**config.mk**
```make
export PLATFORM = sky130hd
export DESIGN_NAME = osc_freq_counter
export DESIGN_NICKNAME = d
export VERILOG_FILES = /design/src/rtl/osc_pkg.sv /design/src/rtl/osc_edge_sync.sv /design/src/rtl/osc_freq_counter.sv
export SDC_FILE = /design/constraint.sdc
export NUM_CORES = 1
export LEC_CHECK = 0
export BUFFER_PORTS_ARGS = -buffer_cell sky130_fd_sc_hd__buf_4
export CAP_MARGIN = 30
export CORE_ASPECT_RATIO = 1.1
export CORE_MARGIN = 2
export CORE_UTILIZATION = 57
export DETAILED_ROUTE_END_ITERATION = 10
export PLACE_DENSITY = 0.87
export REMOVE_ABC_BUFFERS = 1
export SKIP_LAST_GASP = 1
export SLEW_MARGIN = 30
export SYNTH_ARGS = -nofsm -noshare
export SYNTH_HDL_FRONTEND = slang
export SYNTH_HIERARCHICAL = 1
export SYNTH_SLANG_ARGS = --single-unit
```
**constraint.sdc**
```tcl
create_clock -name clk -period 2.9 [get_ports clk]
set_input_delay 0.145 -clock clk [delete_from_list [all_inputs] [get_ports clk]]
set_output_delay 0.145 -clock clk [all_outputs]
set_load 0.05 [all_outputs]
```
**src/rtl/osc_pkg.sv**
```systemverilog
// rtl/osc_pkg.sv - shared constants and FSM state type for the oscillator frequency counter
package osc_pkg;

    // Default widths of the latched edge counts and of the gate-length input
    localparam int CNT_W_DEFAULT  = 16;
    localparam int GATE_W_DEFAULT = 16;

    // Measurement sequencer states
    typedef enum logic [1:0] {
        ST_IDLE  = 2'd0,
        ST_GATE  = 2'd1,
        ST_LATCH = 2'd2
    } osc_state_e;

endpackage

```
**src/rtl/osc_edge_sync.sv**
```systemverilog
// rtl/osc_edge_sync.sv - 2-flop synchroniser plus registered rising-edge detect for one oscillator input
module osc_edge_sync (
    input  logic clk,
    input  logic rst,
    input  logic osc_i,
    output logic rise_o
);

    logic sync1_q;
    logic sync2_q;
    logic prev_q;
    logic rise_q;

    // Two metastability flops, then compare against the previous synchronised sample;
    // the detect flop makes the total input-to-pulse latency three clk cycles
    always_ff @(posedge clk) begin
        if (rst) begin
            sync1_q <= 1'b0;
            sync2_q <= 1'b0;
            prev_q  <= 1'b0;
            rise_q  <= 1'b0;
        end else begin
            sync1_q <= osc_i;
            sync2_q <= sync1_q;
            prev_q  <= sync2_q;
            rise_q  <= sync2_q & ~prev_q;
        end
    end

    assign rise_o = rise_q;

endmodule

```
**src/rtl/osc_freq_counter.sv**
```systemverilog
// rtl/osc_freq_counter.sv - gated two-channel oscillator edge counter; OSC_FREQ_DIFF_EN enables the difference output
module osc_freq_counter
    import osc_pkg::*;
#(
    parameter int CNT_W  = CNT_W_DEFAULT,
    parameter int GATE_W = GATE_W_DEFAULT
) (
    input  logic              clk,
    input  logic              rst,
    input  logic              start,
    input  logic              continuous,
    input  logic [GATE_W-1:0] gate_len,
    input  logic              osc_a,
    input  logic              osc_b,
    output logic              busy,
    output logic              valid,
    output logic [CNT_W-1:0]  count_a,
    output logic [CNT_W-1:0]  count_b,
    output logic              ovf_a,
    output logic              ovf_b,
    output logic [CNT_W:0]    diff
);

    localparam logic [CNT_W-1:0]  CNT_MAX  = '1;
    localparam logic [GATE_W-1:0] GATE_ONE = {{(GATE_W-1){1'b0}}, 1'b1};

    osc_state_e        state_q;
    logic [GATE_W-1:0] remain_q;
    logic [GATE_W-1:0] gate_load;

    logic [CNT_W-1:0]  work_a_q, work_a_d;
    logic [CNT_W-1:0]  work_b_q, work_b_d;
    logic              wovf_a_q, wovf_a_d;
    logic              wovf_b_q, wovf_b_d;
    logic [CNT_W:0]    diff_d;

    logic              busy_q;
    logic              valid_q;
    logic [CNT_W-1:0]  count_a_q;
    logic [CNT_W-1:0]  count_b_q;
    logic              ovf_a_q;
    logic              ovf_b_q;
    logic [CNT_W:0]    diff_q;

    logic              rise_a;
    logic              rise_b;

    osc_edge_sync u_sync_a (
        .clk    (clk),
        .rst    (rst),
        .osc_i  (osc_a),
        .rise_o (rise_a)
    );

    osc_edge_sync u_sync_b (
        .clk    (clk),
        .rst    (rst),
        .osc_i  (osc_b),
        .rise_o (rise_b)
    );

    // A zero gate length still yields a single-cycle window
    assign gate_load = (gate_len == '0) ? GATE_ONE : gate_len;

    // Saturating working counters: count only inside the gate window, flag an edge lost at full scale
    always_comb begin
        work_a_d = work_a_q;
        work_b_d = work_b_q;
        wovf_a_d = wovf_a_q;
        wovf_b_d = wovf_b_q;
        if (state_q == ST_GATE) begin
            if (rise_a) begin
                if (work_a_q == CNT_MAX) begin
                    wovf_a_d = 1'b1;
                end else begin
                    work_a_d = work_a_q + 1'b1;
                end
            end
            if (rise_b) begin
                if (work_b_q == CNT_MAX) begin
                    wovf_b_d = 1'b1;
                end else begin
                    work_b_d = work_b_q + 1'b1;
                end
            end
        end
    end

`ifdef OSC_FREQ_DIFF_EN
    // Signed difference of the final window counts, both zero-extended by one bit
    assign diff_d = {1'b0, work_a_d} - {1'b0, work_b_d};
`else
    assign diff_d = '0;
`endif

    // Measurement sequencer; results are captured from the next-state counts so the last
    // gate cycle is included and valid/outputs are visible during the LATCH cycle
    always_ff @(posedge clk) begin
        if (rst) begin
            state_q   <= ST_IDLE;
            remain_q  <= '0;
            work_a_q  <= '0;
            work_b_q  <= '0;
            wovf_a_q  <= 1'b0;
            wovf_b_q  <= 1'b0;
            busy_q    <= 1'b0;
            valid_q   <= 1'b0;
            count_a_q <= '0;
            count_b_q <= '0;
            ovf_a_q   <= 1'b0;
            ovf_b_q   <= 1'b0;
            diff_q    <= '0;
        end else begin
            valid_q <= 1'b0;
            case (state_q)
                ST_IDLE: begin
                    if (start) begin
                        state_q  <= ST_GATE;
                        remain_q <= gate_load;
                        work_a_q <= '0;
                        work_b_q <= '0;
                        wovf_a_q <= 1'b0;
                        wovf_b_q <= 1'b0;
                        busy_q   <= 1'b1;
                    end
                end
                ST_GATE: begin
                    work_a_q <= work_a_d;
                    work_b_q <= work_b_d;
                    wovf_a_q <= wovf_a_d;
                    wovf_b_q <= wovf_b_d;
                    if (remain_q <= GATE_ONE) begin
                        state_q   <= ST_LATCH;
                        count_a_q <= work_a_d;
                        count_b_q <= work_b_d;
                        ovf_a_q   <= wovf_a_d;
                        ovf_b_q   <= wovf_b_d;
                        diff_q    <= diff_d;
                        valid_q   <= 1'b1;
                    end else begin
                        remain_q <= remain_q - 1'b1;
                    end
                end
                ST_LATCH: begin
                    if (continuous) begin
                        state_q  <= ST_GATE;
                        remain_q <= gate_load;
                        work_a_q <= '0;
                        work_b_q <= '0;
                        wovf_a_q <= 1'b0;
                        wovf_b_q <= 1'b0;
                    end else begin
                        state_q <= ST_IDLE;
                        busy_q  <= 1'b0;
                    end
                end
                default: begin
                    state_q <= ST_IDLE;
                    busy_q  <= 1'b0;
                end
            endcase
        end
    end

    assign busy    = busy_q;
    assign valid   = valid_q;
    assign count_a = count_a_q;
    assign count_b = count_b_q;
    assign ovf_a   = ovf_a_q;
    assign ovf_b   = ovf_b_q;
    assign diff    = diff_q;

endmodule

```
After elaboration in Yosys (flattened, before gate mapping)
Cells that the tools add are included.

$add $sub $neg: 3. Magnitude comparators: 1. Equality and inequality tests: 9. Mux-type cells: 29. Bitwise logic cells: 5. Reductions and logical operators: 9.

Operator list (count): two-way mux 16 bit (10); one-hot mux 16 bit (3 select lines) (3); adder 16 x 1 -> 16 bit (second input constant) (2); == test 16 bit (second input constant) (2); <= comparator 16 x 1 -> 1 bit (second input constant) (1); logical NOT 16 bit (1); subtractor 16 x 1 -> 16 bit (second input constant) (1); two-way mux 1 bit (10); one-hot mux 1 bit (3 select lines) (3); inequality test 2 bit (second input constant) (4); one-hot mux 2 bit (3 select lines) (1); AND reduction 3 bit (2); two-way mux 2 bit (2); AND reduction 2 bit (2); AND reduction 4 bit (1); inverter 1 bit (3); nonzero test 3 bit (1); bitwise AND 1 bit (2); == test 2 x 1 -> 1 bit (second input constant) (1); == test 2 bit (second input constant) (1); logical NOT 2 bit (1); inequality test 2 x 1 -> 1 bit (second input constant) (1); OR reduction 2 bit (1).

Register bits: 96. Input port bits: 22. Output and inout port bits: 53. Word-level logic and storage cells: 76.

Depth between registers and ports, before layout
Word-level depth: 4. Depth in mapped cells: 8. Gate-level depth less buffers: 7.

By module
Netlist, hierarchy kept.

Modules (own cells, without submodules): osc_freq_counter (times used 1, cells each 612, area an instance 4849.7 um^2); osc_edge_sync (times used 2, cells each 8, area an instance 111.4 um^2).

Worst setup path after synthesis
Ideal clock, no wire load.

Path kind: register to register. Start point: register remain_q[11]. End point: register count_a_q[2], in the netlist count_a[2]. Library setup time: 128 ps. Data arrival time: 1889 ps. Data required time: 2772 ps. Path slack: 884 ps. Stages on the path, launching flop included: 8. Clock period less this slack: 2016 ps. Path through: dfxtp_1 or2_1 or4_1 buf_4 nor4_4 buf_6 mux2i_1 nor2_1.

Longest elaborated chain between the ends: 2.

Ends and longest elaborated chain: from (decl) (RTL line osc_freq_counter.sv:28) `logic [GATE_W-1:0] remain_q;`; from (signal assigned) (RTL line osc_freq_counter.sv:119) `remain_q <= gate_load;`; from (signal assigned) (RTL line osc_freq_counter.sv:141) `remain_q <= remain_q - 1'b1;`; from (signal assigned) (RTL line osc_freq_counter.sv:147) `remain_q <= gate_load;`; <= comparator 16 x 1 -> 1 bit (RTL line osc_freq_counter.sv:132) `if (remain_q <= GATE_ONE) begin`; AND reduction 2 bit (no source line); to (signal assigned) (RTL line osc_freq_counter.sv:134) `count_a_q <= work_a_d;`; to (decl) (RTL line osc_freq_counter.sv:39) `logic [CNT_W-1:0] count_a_q;`.

Every way passes these cells. A chain may end at the register's enable or synchronous reset.

Worst setup path after layout
Start point: register remain_q[11]. End point: register remain_q[15].

Longest elaborated chain between the ends: 3. Elaborated cells on any way between the ends: 6. Those cells by class: 1 x add/sub; 1 x order compare; 1 x eq/ne; 2 x mux; 1 x reduce/logical.

Ends and longest elaborated chain (RTL line): subtractor 16 x 1 -> 16 bit or <= comparator 16 x 1 -> 1 bit (tied branches) (osc_freq_counter.sv:141, osc_freq_counter.sv:132); two-way mux 16 bit or inequality test 2 bit (tied branches); one-hot mux 16 bit (3 select lines) or AND reduction 4 bit (tied branches).

Parallel ways exist; a longest one is shown, timed or not. The select of a mux whose other input is x is not followed.

==> impl_metrics.toml <==
[die]
core_um2 = 8740
die-height_um = 103
ios = 75
initial_utilization_pct = 58.0
num_rows = 36
die_w_um = 93.9
dieArea_um2 = 9670

[pwr]
irDropWorstVdd_v = 0.000353
design_power_total_mw = 2.87
powerDensity_nw_per_um2 = 508
power_leakage_nw = 2.01

[cts]
cts_tree = "yes"
cts_num_sinks = 96
cts.clk_slew.worst_paths_ps = 90
numCtsBuffers = 9
clock_path_buffers = 2
htree_levels = 3
cts_setup_buffers = 0
clk-insertion-delay-late_ps = 370
cts_root_buf = "clkbuf_8"

[setup_path]
worstSetupStartpoint = "remain_q[11]"
reg2reg_from = "remain_q[11]"
worstPathRequired_ps = 3200
timing.rr.end = "remain_q[15]"
crit_fanout = 18
r2r_cells = 5
arrival_ps = 2720
rrSetupSlack_ps = 480
path_class = "register to register"
critPathCaptureType = "register"
crit_end = "remain_q[15]"
start_kind = "register"

[placement]
place_inst = 762
hpwlAfterDp_um = 8810
gp_congestion = 0.958
io_buffers = 57
place_area_um2 = 5450

[drt]
highest_layer = "met4"
drt_drc_violations_left = 0
wl_met2_um = 5990
dr.first_iter.drc_count = 265
post_drt_wl_per_cell_um = 15.9
ant_nets = 0
drt-total-wl_um = 12400
vias = 4788
met1Wirelength_um = 5270
via_per_inst = 6.15
wl_met3_um = 811
dr.pass1.iters = 5

[yosys]
synth_top_family_by_area = "simple AND/OR/NAND/NOR gates"
synth_ff_type = "dfxtp_1"
ys_ff_latch = 96
netlist_area_um2 = 5070
synth.mux.area_fraction_pct = 1.41
ys_warn_count = 6
ys_seq_area_share_pct = 37.9
synth_edf_count = 0
synth_area_leader_cell = "dfxtp_1"
async_flop_share_pct = 0
synth_top_area_share_pct = 37.9
synth.top_cells.by_area = "dfxtp_1 38%, nand2_1 5.0%, a21oi_1 4.6%"
ys_types = 62
synthAdderAreaFrac_pct = 0.987
avgSynthCellArea_um2 = 8.08
synth-simple-area-share_pct = 24.9
synthCells = 628
synth-compound-area-share_pct = 23.9
synth-xor-area-share_pct = 3.28

[layout]
final_util_pct = 64.6
fin_area_um2 = 5650
layout.nets = 686
drive_above_1_share_pct = 16.2
fill_cells = 761
fin_cells = 779
antenna_cells = 0
area_delta_synth_final_pct = 11.3

[global_routing]
grt_max_degree = 50
grt-ovfl-total = 0
grt_pass1_wl_um = 19800
track_usage_pct = 25.7
grt_pass1_vias = 4325
antenna_found_initial = 0

[status]
status = "complete, no violations"

[sta]
slew_headroom_pct = 46.6
hold_viol = 0
fmax_mhz = 413
tightest_slew_ps = 798
fin_worst_skew_ps = 9.58
period_share_pct = 83.4
slew_violations = 0
min_period_ps = 2420
setup_viol = 0
rsz0062_at_grt = "false"
tns_ps = 0

[hold_path]
hold_class = "input port to register"

[job]
maxCapViolations = 0
==> registers in the layout, indices dropped and copies added (netlist names), 2 cells and up <==
| name | cells |
|---|---|
| state_q | 2 |
| count_a | 16 |
| work_a_q | 16 |
| count_b | 16 |
| remain_q | 16 |
| work_b_q | 16 |
==> routing by layer <==
metal	GRT usage, %	vias up
li1	-	2326
met1	31.9	2224
met2	43.7	205
met3	4.75	33
met4	11.6	0
met5	0	-
==> worst max-delay path: stages, from the launching register on <==
cell and delay (ps):
dfxtp_1 350, or2_1 270, or4_1 600, o31ai_4 700
o21ai_0 240, a21oi_1 190
==> Yosys cell counts, drive strengths merged (12+ instances only) <==
cell type and count:
dfxtp 96, nand2 67, nor2 53, o21ai 50, a21oi 48, clkbuf 34
buf 30, nor3 22, nand4 20, a211oi 16, nand3 14, a31oi 12
inv 12, nor4 12
==> placed cells by master, fill, tap and decap left out, drive strengths merged, types with 7 or more instances in the layout <==
cell / netlist / layout
or3: 10 / 10
nor3: 22 / 22
xnor2: 9 / 9
o41ai: 7 / 7
xor2: 10 / 10
nor2: 53 / 53
o21ai: 50 / 50
nor2b: 10 / 10
nand2: 67 / 67
nor4: 12 / 12
a21oi: 48 / 48
a211oi: 16 / 16
inv: 12 / 12
nand3: 14 / 14
nand4: 20 / 20
nand2b: 7 / 7
a31oi: 12 / 12
and4: 7 / 7
dfxtp: 96 / 96
buf: 30 / 68
clkbuf: 34 / 11
conb: 1 / 17
==> repair_timing <==
action	CTS	global route
hold buffers	1	0
gates resized for setup	0	0
endpoints found under the hold margin	1	0
==> area by class of cell <==
| cell class | count | area [um2] | share of cell area (%) |
|---|---|---|---|
| clock buffer | 11 | 131 | 2.33 |
| tap | 114 | 143 | 2.53 |
| inverter | 12 | 45.0 | 0.798 |
| multi-input combinational | 472 | 2830 | 50.1 |
| sequential | 96 | 1920 | 34.0 |
| timing repair buffer | 69 | 520 | 9.22 |
| clock inverter | 5 | 57.6 | 1.02 |
==> report_power, final <==
| part | switching (mW) | internal (mW) |
|---|---|---|
| Combinational | 0.408 | 0.185 |
| Clock | 0.466 | 0.398 |
| Sequential | 0.0453 | 1.37 |
==> through the flow <==
step	setup slack, ps	hold WS [ps]
detailed placement	510	367
global placement	657	359
CTS	501	12.0
global route	180	7.61
finish	480	17.0
floorplan	42.1	207
==> cell families (layout without fill, tap and decap cells) <==
family                     Yosys count  after routing
DFF                                 96             96
AOI/OAI and AO/OA                  179            179
other                                1             17
muxes                                7              7
and+or+nand+nor                    246            246
xor gates and xnor gates            19             19
adders and majority gates            4              4
buffers and inverters               76             97
==> how the worst min path moves through the flow <==
stage                      from          endpoint  slack [ps]  depth (start not counted)
after global routing      osc_b  u_sync_b/sync1_q           8                          2
after global placement    osc_a  u_sync_a/sync1_q         360                          2
final                     osc_b  u_sync_b/sync1_q          20                          2
after CTS                 osc_b  u_sync_b/sync1_q          10                          2
after floorplan             rst        count_b[6]         210                          1
after detailed placement  osc_a  u_sync_a/sync1_q         370                          2
(Power assumes the default switching activity.)
